### config.mk
export PLATFORM = sky130hd
export DESIGN_NAME = vga_sync_to_count_flat
export DESIGN_NICKNAME = d
export VERILOG_FILES = /design/src/rtl/vga_sync_to_count_if.sv /design/src/rtl/vga_sync_to_count.sv /design/src/flat_wrapper.sv
export SDC_FILE = /design/constraint.sdc
export NUM_CORES = 1
export LEC_CHECK = 0
export ABC_AREA = 1
export CORE_UTILIZATION = 38
export DETAILED_ROUTE_END_ITERATION = 16
export GPL_ROUTABILITY_DRIVEN = 0
export HOLD_SLACK_MARGIN = 0.08
export REMOVE_ABC_BUFFERS = 1
export SETUP_SLACK_MARGIN = 0.3
export SYNTH_ARGS = -nofsm -noshare
export SYNTH_HDL_FRONTEND = slang
export SYNTH_SLANG_ARGS = --single-unit
### constraint.sdc
create_clock -name i_Clk -period 2.3 [get_ports i_Clk]
set_input_delay 0.23 -clock i_Clk [delete_from_list [all_inputs] [get_ports i_Clk]]
set_output_delay 0.23 -clock i_Clk [all_outputs]
set_load 0.02 [all_outputs]
### src/rtl/vga_sync_to_count_if.sv
// Sync inputs and recovered coordinate outputs for vga_sync_to_count.
// master = video source side, slave = the recovery block.
interface vga_sync_to_count_if;
  logic       i_HSync;
  logic       i_VSync;
  logic [9:0] o_Col_Count;
  logic [9:0] o_Row_Count;
  logic       o_Locked;
  logic       o_Frame_Start;
  logic       o_Sync_Err;

  modport master (
    output i_HSync,
    output i_VSync,
    input  o_Col_Count,
    input  o_Row_Count,
    input  o_Locked,
    input  o_Frame_Start,
    input  o_Sync_Err
  );

  modport slave (
    input  i_HSync,
    input  i_VSync,
    output o_Col_Count,
    output o_Row_Count,
    output o_Locked,
    output o_Frame_Start,
    output o_Sync_Err
  );
endinterface

### src/rtl/vga_sync_to_count.sv
// Recovers column/row counts from incoming HSync/VSync and reports lock.
// Sync edges load the counters on the same clock they are sampled.
module vga_sync_to_count #(
  parameter int TOTAL_COLS   = 800,
  parameter int TOTAL_ROWS   = 525,
  parameter int H_SYNC_START = 656,
  parameter int V_SYNC_START = 490,
  parameter bit SYNC_ACTIVE  = 1'b0,
  parameter int LOCK_FRAMES  = 2,
  parameter int TIMEOUT      = 1600
) (
  input  logic               i_Clk,
  input  logic               i_Rst,
  vga_sync_to_count_if.slave sif
);

  localparam logic [9:0]  COL_LAST = 10'(TOTAL_COLS - 1);
  localparam logic [9:0]  ROW_LAST = 10'(TOTAL_ROWS - 1);
  localparam logic [9:0]  H_START  = 10'(H_SYNC_START);
  localparam logic [9:0]  V_START  = 10'(V_SYNC_START);
  localparam logic [3:0]  LOCK_N   = 4'(LOCK_FRAMES);
  localparam logic [10:0] TO_MAX   = 11'(TIMEOUT);

  typedef enum logic [1:0] {
    IDLE,
    ALIGN,
    VERIFY,
    LOCKED
  } state_t;

  state_t      state_q, state_d;
  logic [9:0]  col_q, col_d;
  logic [9:0]  row_q, row_d;
  logic [9:0]  col_p, row_p;
  logic [3:0]  frame_q, frame_d;
  logic [10:0] to_q, to_d;
  logic        hs_hist_q, vs_hist_q;
  logic        locked_q;
  logic        fstart_q, fstart_d;
  logic        err_q, err_d;
  logic        h_edge, v_edge;
  logic        col_wrap, row_wrap;
  logic        mismatch, timeout;

  assign h_edge = (sif.i_HSync == SYNC_ACTIVE) &&
                  (hs_hist_q != SYNC_ACTIVE);
  assign v_edge = (sif.i_VSync == SYNC_ACTIVE) &&
                  (vs_hist_q != SYNC_ACTIVE);

  // Free-run prediction: what the counters would do with no sync edge
  always_comb begin
    col_wrap = (col_q == COL_LAST);
    row_wrap = (row_q == ROW_LAST);
    col_p    = col_wrap ? 10'd0 : col_q + 10'd1;
    row_p    = row_q;
    if (col_wrap) begin
      row_p = row_wrap ? 10'd0 : row_q + 10'd1;
    end
  end

  assign mismatch = (h_edge && (col_p != H_START)) ||
                    (v_edge && (row_p != V_START));

  // Clocks since the last HSync edge, saturating at the limit
  always_comb begin
    to_d = to_q;
    if (h_edge) begin
      to_d = 11'd0;
    end else if (to_q != TO_MAX) begin
      to_d = to_q + 11'd1;
    end
  end

  assign timeout = (to_d == TO_MAX);

  // Next state, counter loads and event pulses
  always_comb begin
    state_d  = state_q;
    col_d    = h_edge ? H_START : col_p;
    row_d    = v_edge ? V_START : row_p;
    frame_d  = frame_q;
    err_d    = 1'b0;
    fstart_d = 1'b0;
    unique case (state_q)
      IDLE: begin
        col_d = 10'd0;
        row_d = 10'd0;
        if (h_edge) begin
          state_d = ALIGN;
          col_d   = H_START;
        end
      end
      ALIGN: begin
        if (timeout) begin
          state_d = IDLE;
          col_d   = 10'd0;
          row_d   = 10'd0;
        end else if (v_edge) begin
          state_d = VERIFY;
          frame_d = 4'd0;
        end
      end
      VERIFY: begin
        if (timeout) begin
          state_d = IDLE;
          col_d   = 10'd0;
          row_d   = 10'd0;
          err_d   = 1'b1;
        end else if (mismatch) begin
          state_d = ALIGN;
          frame_d = 4'd0;
          err_d   = 1'b1;
        end else if (v_edge) begin
          frame_d = frame_q + 4'd1;
          if (frame_d == LOCK_N) begin
            state_d = LOCKED;
          end
        end
      end
      LOCKED: begin
        if (timeout) begin
          state_d = IDLE;
          col_d   = 10'd0;
          row_d   = 10'd0;
          err_d   = 1'b1;
        end else if (mismatch) begin
          state_d = ALIGN;
          frame_d = 4'd0;
          err_d   = 1'b1;
        end else begin
          fstart_d = col_wrap && row_wrap &&
                     !h_edge && !v_edge;
        end
      end
    endcase
  end

  // State, counters, sync history and registered outputs
  always_ff @(posedge i_Clk) begin
    if (i_Rst) begin
      state_q   <= IDLE;
      col_q     <= 10'd0;
      row_q     <= 10'd0;
      frame_q   <= 4'd0;
      to_q      <= 11'd0;
      hs_hist_q <= ~SYNC_ACTIVE;
      vs_hist_q <= ~SYNC_ACTIVE;
      locked_q  <= 1'b0;
      fstart_q  <= 1'b0;
      err_q     <= 1'b0;
    end else begin
      state_q   <= state_d;
      col_q     <= col_d;
      row_q     <= row_d;
      frame_q   <= frame_d;
      to_q      <= to_d;
      hs_hist_q <= sif.i_HSync;
      vs_hist_q <= sif.i_VSync;
      locked_q  <= (state_q == LOCKED);
      fstart_q  <= fstart_d;
      err_q     <= err_d;
    end
  end

  assign sif.o_Col_Count   = col_q;
  assign sif.o_Row_Count   = row_q;
  assign sif.o_Locked      = locked_q;
  assign sif.o_Frame_Start = fstart_q;
  assign sif.o_Sync_Err    = err_q;

endmodule

### src/flat_wrapper.sv
// flat-port wrapper written by rule: the top's interface ports become plain ports
module vga_sync_to_count_flat 
#(
  parameter int TOTAL_COLS   = 800,
  parameter int TOTAL_ROWS   = 525,
  parameter int H_SYNC_START = 656,
  parameter int V_SYNC_START = 490,
  parameter bit SYNC_ACTIVE  = 1'b0,
  parameter int LOCK_FRAMES  = 2,
  parameter int TIMEOUT      = 1600
)
  (i_Clk, i_Rst, sif_i_HSync, sif_i_VSync, sif_o_Col_Count, sif_o_Row_Count, sif_o_Locked, sif_o_Frame_Start, sif_o_Sync_Err);
  vga_sync_to_count_if sif_i ();
  input  logic i_Clk;
  input  logic i_Rst;
  input wire logic [$bits(sif_i.i_HSync)-1:0] sif_i_HSync;
  input wire logic [$bits(sif_i.i_VSync)-1:0] sif_i_VSync;
  output wire logic [$bits(sif_i.o_Col_Count)-1:0] sif_o_Col_Count;
  output wire logic [$bits(sif_i.o_Row_Count)-1:0] sif_o_Row_Count;
  output wire logic [$bits(sif_i.o_Locked)-1:0] sif_o_Locked;
  output wire logic [$bits(sif_i.o_Frame_Start)-1:0] sif_o_Frame_Start;
  output wire logic [$bits(sif_i.o_Sync_Err)-1:0] sif_o_Sync_Err;
  assign sif_i.i_HSync = sif_i_HSync;
  assign sif_i.i_VSync = sif_i_VSync;
  assign sif_o_Col_Count = sif_i.o_Col_Count;
  assign sif_o_Row_Count = sif_i.o_Row_Count;
  assign sif_o_Locked = sif_i.o_Locked;
  assign sif_o_Frame_Start = sif_i.o_Frame_Start;
  assign sif_o_Sync_Err = sif_i.o_Sync_Err;
  vga_sync_to_count #(.TOTAL_COLS(TOTAL_COLS), .TOTAL_ROWS(TOTAL_ROWS), .H_SYNC_START(H_SYNC_START), .V_SYNC_START(V_SYNC_START), .SYNC_ACTIVE(SYNC_ACTIVE), .LOCK_FRAMES(LOCK_FRAMES), .TIMEOUT(TIMEOUT)) u_core (.i_Clk(i_Clk), .i_Rst(i_Rst), .sif(sif_i));
endmodule
# Word-level counts from Yosys, hierarchy flattened
# Cells that the tools add are included.
# word_totals
regBits	42
input_bits	4
output_inout_bits	23
word_cells	89
# op_classes
addsub	4
eq_ne	21
muxes	32
n_bitwise	4
n_reduce_logical	18
# op_table
op	n
10-bit 2-to-1 mux	8
10-bit case mux with 2 select lines	2
4-bit 2-to-1 mux	7
11-bit 2-to-1 mux	2
10-bit by 1-bit adder with 10-bit output, second input constant	2
10-bit == test, second input constant	2
2-bit 2-to-1 mux	9
4-bit case mux with 3 select lines	1
11-bit by 1-bit adder with 11-bit output, second input constant	1
11-bit == test, second input constant	1
11-bit inequality test, second input constant	1
10-bit inequality test, second input constant	1
10-bit by 9-bit inequality test with 1-bit output, second input constant	1
3-bit by 1-bit inequality test with 1-bit output, second input constant	3
4-bit by 1-bit inequality test with 1-bit output, second input constant	2
2-bit case mux with 4 select lines	1
1-bit logical AND	7
7-bit AND reduction	1
2-bit by 1-bit inequality test with 1-bit output, second input constant	3
2-bit inequality test, second input constant	3
5-bit AND reduction	1
4-bit by 1-bit adder with 4-bit output, second input constant	1
2-bit == test, second input constant	2
4-bit by 2-bit == test with 1-bit output, second input constant	1
10 further kinds	16

# Depth between registers and ports, before layout
# Gate-level depths: netlist (run 1).
# logic_depth
ltp_word	9
mapped_depth	18
mapped_depth_nobuf	18

# Least setup slack after synthesis (run 1)
# OpenSTA, ideal clock, no wires.
# synth_timing
path_type	flip-flop to flip-flop
from	reg u_core.col_q[0] (netlist: u_core.sif.o_Col_Count[0])
to	reg u_core.state_q[0]
setup_ps	110
t_arrival_ps	1982
required_time_ps	2190
setup_slack_ps	208
path_stages_with_launch	17
path_buffers	0
path_cell_list	dfxtp_1 > ha_1 > nand2_2 > nor2_4 > nand2_1 > xor2_1 > nand2_1 > nor2_1 > nand2_1 > nand2_2 > nand3_2 > nand2_2 > nand2_2 > nand3_2 > nand2_1 > inv_1 > nor2_1
# synth_via
elab_chain_len	8
word_cells_on_any_way	16
# synth_rtl
element	line_no	source
from (decl)	vga_sync_to_count.sv:32	logic [9:0] col_q, col_d;
from (signal assigned)	vga_sync_to_count.sv:153	col_q <= col_d;
10-bit by 1-bit adder with 10-bit output or 10-bit == test (tied branches)	vga_sync_to_count.sv:54, vga_sync_to_count.sv:52	
10-bit 2-to-1 mux, on equally long branches	vga_sync_to_count.sv:54, vga_sync_to_count.sv:56	
10-bit inequality test or 10-bit by 9-bit inequality test with 1-bit output (tied branches)	vga_sync_to_count.sv:61, vga_sync_to_count.sv:62	
1-bit logical AND, on equally long branches	vga_sync_to_count.sv:61, vga_sync_to_count.sv:62	
1-bit logical OR *	vga_sync_to_count.sv:61	assign mismatch = (h_edge && (col_p != H_START)) ||
2-bit 2-to-1 mux	vga_sync_to_count.sv:109	end else if (mismatch) begin
2-bit 2-to-1 mux	vga_sync_to_count.sv:104	if (timeout) begin
2-bit case mux with 4 select lines	vga_sync_to_count.sv:84	unique case (state_q)
to (signal assigned)	vga_sync_to_count.sv:152	state_q <= state_d;
to (decl)	vga_sync_to_count.sv:31	state_t state_q, state_d;
# Every way passes the cells marked *; elsewhere a longest branch is shown, timed or not.
# A chain may end at the register's enable or synchronous reset.

# Final worst setup path (run 1)
# layout_timing
from	reg u_core.to_q[1]
to	reg u_core.frame_q[0]
# layout_via
elab_chain_len	6
word_cells_on_any_way	9
# layout_rtl
element	line_no	source
from (decl)	vga_sync_to_count.sv:36	logic [10:0] to_q, to_d;
from (signal assigned)	vga_sync_to_count.sv:156	to_q <= to_d;
11-bit by 1-bit adder with 11-bit output or 11-bit inequality test (tied branches)	vga_sync_to_count.sv:70, vga_sync_to_count.sv:69	
11-bit 2-to-1 mux *	vga_sync_to_count.sv:69	end else if (to_q != TO_MAX) begin
11-bit 2-to-1 mux *	vga_sync_to_count.sv:67	if (h_edge) begin
11-bit == test *	vga_sync_to_count.sv:74	assign timeout = (to_d == TO_MAX);
2-bit inequality test (no source line)	-	
7-bit AND reduction (no source line) *	-	
to (signal assigned)	vga_sync_to_count.sv:155	frame_q <= frame_d;
to (decl)	vga_sync_to_count.sv:35	logic [3:0] frame_q, frame_d;
# Marked as above.

==> impl_summary.txt, run 1 <==
----------------------------------------------------
[Place]
  Cell count after placement ... 603
  Pre-CTS setup slack ... 0.0293 ns
  HPWL reported at the end of detailed placement ... 5360 µm
  Port-buffer cells ... 26

[Setup path]
  Number of gates on the worst path with buffers counted ... 17
  Launch point of the worst path ... u_core.to_q[1]
  Cell type group with the largest total delay on the critical path ... simple AND/OR/NAND/NOR gates
  Start of the worst register-to-register path ... u_core.to_q[1]
  Startpoint-to-endpoint class of the critical path ... reg2reg
  Flop-to-flop setup slack ... 0.15 ns
  Startpoint type of the worst setup path ... flip-flop
  Worst path max stage delay ... 0.34 ns
  Critical path cell sequence ... inv_1 > ha_1 > nand2_1 > nor2_2 > nand3_2 > nand2_1 > nand2_1 > nand2_2 > nand2_2 > nor2_4 > nand3_4 > a21oi_4 > inv_2 > nand2_2 > nor2_4 > nor2_1 > nor2_1
  Data arrival time of the critical path ... 2.34 ns
  Biggest fanout along the worst timing path ... 5
  Last element of the critical path ... u_core.frame_q[0]
  Terminus of the critical flop-to-flop path ... u_core.frame_q[0]
  Req. time, crit path ... between 2 and 3 ns
  Logic depth of the worst register-to-register path ... 17
  Bufs and invs on worst path ... 2
  Critical Path End Type ... flip-flop
  Library cell contributing the largest single delay on the critical path ... sky130_fd_sc_hd__dfxtp_2

[Power and ir drop]
  Worst supply voltage drop on vdd ... 0.000265 V
  Power per cell area ... 609 nW/µm²
  Leak pwr ... 1.71 nW

[STA]
  Measured slew at the worst slew-check pin ... 0.449 ns
  Maximum clock skew at final layout ... approximately 0.012 ns
  Final number of hold-violating endpoints ... 0
  Setup-failing EPs final ... 0
  Unrepaired setup endpoints after global routing ... yes
  Post-route clock period utilization ... 0.933
  Pins Over Slew Limit ... 0
  Remaining max-slew budget at the tightest pin ... 0.700
  Final TNS setup ... 0 ns
  Post-layout min period ... 2.15 ns
  Upper clock frequency limit ... 466 MHz
  Tightest hold margin ... 0.483 ns
  Smallest setup slack after layout ... 0.153 ns

[Clock tree]
  Cts hold-fix bufs ... 0
  Sinks on the clock net ... 42
  Total clock buffers created by CTS ... 5
  Clock insertion delay at the later pin of the skew report ... 0.30 ns
  Worst-path clk slew ... about 0.080 ns
  Root Driver ... sky130_fd_sc_hd__clkbuf_8
  Max Buffers Root-to-Sink ... 2
  TritonCTS clock tree ... built
  Number of H-tree levels ... 2

[Synthesis]
  Synth Flop Type ... sky130_fd_sc_hd__dfxtp_1
  Gate count of the mapped netlist ... 472
  Count of yosys warnings during synthesis ... 0
  Unique cell type count in the Yosys netlist ... 33
  Share of the yosys chip area belonging to registers ... 0.288
  Top cell type by total area after synthesis ... sky130_fd_sc_hd__dfxtp_1
  Proportion of netlist area held by the largest area contributor ... 0.288
  Cell with the most instances after synthesis ... sky130_fd_sc_hd__nand2_1
  Number of synthesized register bits ... 42
  Proportion of register bits with asynchronous set or reset after synthesis ... 0
  Most frequent cells after synthesis ... sky130_fd_sc_hd__nand2_1, sky130_fd_sc_hd__nor2_1, sky130_fd_sc_hd__inv_1
  Number of synthesized flops with an enable pin ... 0
  Synth area leaders ... sky130_fd_sc_hd__dfxtp_1, sky130_fd_sc_hd__nand2_1, sky130_fd_sc_hd__nor2_1
  Post-Syn Area ... 2920 µm²
  Mapped Avg Cell Area ... 6.19 µm²

[Floorplanning]
  Row count ... 31
  Placeable core region ... 7330 µm²
  Number of I/O pins ... 27
  Initial standard-cell utilization of the core ... 0.399
  Horizontal die dimension ... ~90 µm
  DIE AREA ... 8040 µm²
  Floorplan die height ... about 90 µm

[Detailed routing]
  1st-pass router iterations ... 4
  Routed wirelength normalized by instance count ... ~12 µm
  Remaining antenna violation count ... 0
  Vias after detailed routing ... slightly above 3000
  DRC violation total after the first TritonRoute iteration ... about 120
  Final WL ... 7700 µm
  Post-route DRC violation count ... 0
  Detail-routed via count per cell ... 4.88

[Finish]
  Number of cells in the finished layout apart from fillers ... 628
  Core utilization of the finished layout ... 0.530
  Layout net count ... approximately 540
  Total inserted antenna cells ... 0
  Storage element area ... 865 µm²
  Total area of multi-input combinational cells ... approximately 2100 µm²
  Share of layout cells above drive strength 1 ... 0.267
  Number of fillers in the final layout ... 721
  Area grow syn2layout ... 32.9%

[Global route]
  Total track usage ... 0.195
  Maximum number of pins on one net before global-route repair ... 13
  Wire length of the first global-routing pass ... 12200 µm
  Number of global-route vias before repair ... 2705
  Number of antenna violations at the first check in global routing ... 0
  Remaining Overflow, GRT ... 0

[Min path]
  Hold Path Class ... in2reg
  Critical hold path startpoint ... sif_i_VSync

[Run]
  Maximum Capacitance Violations ... 0

[Status]
  Outcome ... complete, no violations

----------------------------------------------------
## layout by cell type, fill, tap and decap left out, types with 5 or more instances in the layout
master / synthesis / layout
sky130_fd_sc_hd__nand2_1: 142 / 122
sky130_fd_sc_hd__nor2_1: 84 / 71
sky130_fd_sc_hd__inv_1: 61 / 56
sky130_fd_sc_hd__nand3_1: 37 / 29
sky130_fd_sc_hd__dfxtp_1: 42 / 29
sky130_fd_sc_hd__clkdlybuf4s50_1: 0 / 26
sky130_fd_sc_hd__buf_4: 2 / 23
sky130_fd_sc_hd__nand2_2: 8 / 22
sky130_fd_sc_hd__nor2_4: 5 / 15
sky130_fd_sc_hd__nand3_2: 6 / 13
sky130_fd_sc_hd__nand4_1: 12 / 12
sky130_fd_sc_hd__nor2_2: 7 / 11
sky130_fd_sc_hd__a21oi_1: 11 / 11
sky130_fd_sc_hd__dfxtp_2: 0 / 10
sky130_fd_sc_hd__inv_2: 5 / 8
sky130_fd_sc_hd__nand2_4: 1 / 7
sky130_fd_sc_hd__o21ai_0: 7 / 6
sky130_fd_sc_hd__xor2_1: 6 / 6
sky130_fd_sc_hd__clkbuf_8: 0 / 6
sky130_fd_sc_hd__nand3_4: 3 / 5
sky130_fd_sc_hd__nor3_1: 6 / 5
## timing repair
item / CTS / global route
gates cloned: 3 / 0
setup endpoints to repair: 28 / 28
buffers inserted: 3 / 11
pin swaps: 13 / 31
gates resized for setup: 36 / 57
## layer usage
| layer | vias up | wire (µm) | GRT usage |
|---|---|---|---|
| li1 | 1596 | - | - |
| met1 | 1405 | 3540 | 0.250 |
| met2 | 60 | 3870 | 0.339 |
| met3 | 3 | 240 | 0.0329 |
| met4 | 0 | 46 | 0.0519 |
| met5 | - | 0 | 0 |
## power breakdown
group,switching (mW),leakage (nW),internal (mW)
registers,0.126,0.349,0.826
logic,0.549,1.31,0.360
clock network,0.261,0.0482,0.243
total,0.937,1.71,1.43
## worst reg2reg max path, delay by kind of cell (launching register included)
kind / cells / cell delay [ns]
buffers and inverters: 2 / 0.14
adders and majority gates: 1 / 0.16
AOI/OAI and AO/OA: 1 / 0.22
DFF: 1 / 0.34
and+or+nand+nor: 13 / 1.20
## per-stage QoR
step | power [mW] | instance area, µm²
floorplan | 1.51 | 2900
global placement | 1.75 | 3360
detailed placement | 1.75 | 3360
CTS | 2.30 | 3630
global route | 2.55 | 3880
finish | 2.37 | 3880
## logic make-up (layout without fill, tap and decap cells)
logic type,after synthesis,in the layout,synth area share
buffers and inverters,72,126,0.0951
xor gates and xnor gates,8,8,0.0240
adders and majority gates,7,7,0.0300
AOI/OAI and AO/OA,23,23,0.0467
and+or+nand+nor,320,323,0.516
DFF,42,42,0.288
## flip-flops by register name, indices dropped and copies added, names as in the netlist
name,flops
u_core.hs_hist_q,1
u_core.to_q,11
u_core.sif.o_Col_Count,10
u_core.sif.o_Locked,1
u_core.state_q,2
u_core.sif.o_Sync_Err,1
u_core.sif.o_Row_Count,10
u_core.frame_q,4
u_core.sif.o_Frame_Start,1
u_core.vs_hist_q,1
## how the worst min path moves through the flow
stage / endpoint / depth (start not counted)
2_1_floorplan: u_core.to_q[0] / 1
6_report: u_core.vs_hist_q / 3
3_3_place_gp: u_core.frame_q[3] / 2
4_1_cts: u_core.hs_hist_q / 3
3_5_place_dp: u_core.frame_q[3] / 2
5_1_grt: u_core.vs_hist_q / 3
## final cells by class
cell class	instances	share of cell area
inverter	67	0.0660
timing repair buffer	51	0.117
tap	99	0.0319
multi-input combinational	361	0.539
sequential	42	0.223
clock buffer	7	0.0222
clock inverter	1	0.00129
Power figures use the tool's default switching activity.
==> run 2, diff against run 1 <==
--- a/config.mk
+++ b/config.mk
@@ -15,3 +15,4 @@
 export SYNTH_ARGS = -nofsm -noshare
 export SYNTH_HDL_FRONTEND = slang
 export SYNTH_SLANG_ARGS = --single-unit
+export TNS_END_PERCENT = 10
==> run 2 against run 1 <==
Compared with the run above:
- final cell count fell by 0.16%
- wire length fell by 1.4%
- critical path type unchanged
- register-to-register slack barely moved
- clock power barely moved
- sequential share of layout area rose by 0.094 points
- total power fell by 1.1%
- non-clock buffer count fell by 1
- largest power group unchanged
- flip-flop and latch count did not move
- first-iteration DRC count fell by 3.4%
- clock skew fell by 0.0019 ns
- die area did not move
==> impl_summary.txt, run 2 (synthesis results as in run 1) <==
----------------------------------------------------
[Status]
  Outcome ... complete, no violations

[Setup path]
  Flop-to-flop setup slack ... 0.16 ns
  Crit-path most repeated cell ... sky130_fd_sc_hd__nand2_1
  Start of the worst register-to-register path ... u_core.sif.o_Col_Count[1]
  Critical path cell sequence ... ha_4 > nand2_4 > nor2_4 > nand4_4 > nand2_1 > nand2_1 > nor2_1 > nand2_1 > nor2_2 > nand3_4 > nand2_4 > nand3_2 > nand3_2 > nand2_1 > nor2_1
  Data arrival time of the critical path ... 2.38 ns
  Library cell contributing the largest single delay on the critical path ... sky130_fd_sc_hd__dfxtp_2
  Startpoint type of the worst setup path ... flip-flop
  Terminus of the critical flop-to-flop path ... u_core.frame_q[3]
  Req. time, crit path ... between 2 and 3 ns
  Biggest fanout along the worst timing path ... 7
  Critical Path End Type ... flip-flop
  Logic depth of the worst register-to-register path ... 15
  Startpoint-to-endpoint class of the critical path ... reg2reg
  Worst path max stage delay ... roughly 0.36 ns

[Global route]
  Wire length of the first global-routing pass ... 12200 µm
  Remaining Overflow, GRT ... 0
  Total track usage ... 0.195
  M2 GR Usage ... 0.339
  GR Util met3 ... 0.0329
  Busiest metal layer after global routing ... met2
  Maximum number of pins on one net before global-route repair ... 13
  Number of global-route vias before repair ... 2705
  Met1 track demand over resource ... 0.250
  Number of antenna violations at the first check in global routing ... 0

[Clock tree]
  Worst-path clk slew ... 0.08 ns
  Cts hold-fix bufs ... 0
  TritonCTS clock tree ... built
  Root Driver ... sky130_fd_sc_hd__clkbuf_8
  Sinks on the clock net ... 42
  Clock insertion delay at the later pin of the skew report ... 0.30 ns
  Max Buffers Root-to-Sink ... 2
  Number of H-tree levels ... 2
  Total clock buffers created by CTS ... 5

[Min path]
  Hold Path Class ... in2reg
  WHS Endpoint ... u_core.hs_hist_q
  Critical hold path startpoint ... sif_i_HSync
  WHS Path Cells ... 3

[Floorplanning]
  Row count ... 31
  Placeable core region ... 7330 µm²
  DIE AREA ... ~8000 µm²
  Initial standard-cell utilization of the core ... 0.399
  Number of I/O pins ... 27
  Horizontal die dimension ... roughly 90 µm
  Floorplan die height ... ~90 µm

[Detailed routing]
  Routed wirelength normalized by instance count ... 12.1 µm
  Final WL ... 7590 µm
  1st-pass router iterations ... 5
  Detail-routed via count per cell ... approximately 5
  Remaining antenna violation count ... 0
  Vias after detailed routing ... 3055
  Post-route DRC violation count ... 0
  DRC violation total after the first TritonRoute iteration ... 114

[Power and ir drop]
  Worst supply voltage drop on vdd ... 0.000264 V
  Power per cell area ... 607 nW/µm²
  Leak pwr ... roughly 1.7 nW

[STA]
  Pins Over Slew Limit ... 0
  Post-route clock period utilization ... 0.932
  Final number of hold-violating endpoints ... 0
  Setup-failing EPs final ... 0
  Final TNS setup ... 0 ns
  Remaining max-slew budget at the tightest pin ... 0.709
  Maximum clock skew at final layout ... 0.00979 ns
  Post-layout min period ... 2.14 ns
  Unrepaired setup endpoints after global routing ... yes
  Upper clock frequency limit ... 467 MHz
  Measured slew at the worst slew-check pin ... 0.435 ns

[Finish]
  Leading cell types in the layout, fill and taps excluded ... sky130_fd_sc_hd__nand2_1, sky130_fd_sc_hd__nor2_1, sky130_fd_sc_hd__inv_1
  Post-layout instance area ... 3860 µm²
  Share of layout cells above drive strength 1 ... 0.254
  Total inserted antenna cells ... 0
  Most flops, register ... u_core.to_q
  Largest register FFs ... 11
  Layout net count ... 538
  Most common library cell in the layout ignoring fill and taps ... sky130_fd_sc_hd__nand2_1
  Area grow syn2layout ... 32.0%

[Place]
  Cell area after placement ... 3360 µm²
  HPWL reported at the end of detailed placement ... 5360 µm
  Port-buffer cells ... 26

[Run]
  Maximum Capacitance Violations ... 0

----------------------------------------------------
[run 2: worst max path at each step]
stage                                         start                   endpoint  slack, ns  cells after the start
after floorplan           u_core.sif.o_Col_Count[0]          u_core.state_q[0]       0.21                     16
after global placement                  sif_i_HSync  u_core.sif.o_Col_Count[9]       0.04                     10
after detailed placement                sif_i_HSync          u_core.frame_q[1]       0.03                     15
after CTS                 u_core.sif.o_Col_Count[1]          u_core.state_q[0]       0.18                     16
after global routing      u_core.sif.o_Col_Count[1]          u_core.frame_q[3]     -0.004                     16
final                     u_core.sif.o_Col_Count[1]          u_core.frame_q[3]       0.16                     15
[run 2: per-stage QoR]
step | hold slack (ns) | worst slack, ns | util | power (mW) | std cells
after detailed placement | 0.501 | 0.0293 | 0.459 | 1.75 | 603
after floorplan | 0.302 | 0.208 | - | 1.51 | 467
after global placement | 0.493 | 0.0373 | 0.459 | 1.75 | 603
after CTS | 0.475 | 0.182 | 0.493 | 2.29 | 617
final | 0.484 | 0.157 | 0.526 | 2.34 | 627
after global routing | 0.500 | -0.00439 | 0.526 | 2.52 | 627
[run 2: layer usage]
metal | vias to the layer above | wire length [µm]
li1 | 1600 | -
met5 | - | 0
met3 | 5 | 155
met1 | 1413 | 3620
met4 | 0 | 65
met2 | 37 | 3750
[run 2: final cells by class]
type,count,area [µm²]
fillers,717,3470
clock buffers,7,86.3
clock inverters,1,5.00
well taps,99,124
repair buffers,50,448
inverters,67,254
multi-input cells,361,2080
flip-flops and latches,42,862
[run 2: power breakdown]
part	total, mW	internal (mW)	switching [mW]
Sequential	0.953	0.826	0.127
Combinational	0.886	0.348	0.538
Clock	0.502	0.243	0.259
[run 2: critical path, delay by kind of cell (launching register included)]
| family | cells | cell delay [ns] |
|---|---|---|
| adder cells (fa/ha/maj) | 1 | 0.15 |
| AND/OR/NAND/NOR | 14 | 1.57 |
| flip-flops | 1 | 0.36 |
[run 2: repair_timing]
item | in CTS | in global routing
setup buffers | 3 | 10
gates resized for setup | 32 | 52
pin swaps | 11 | 29
gates cloned | 3 | 0
endpoints found under the setup margin | 28 | 28
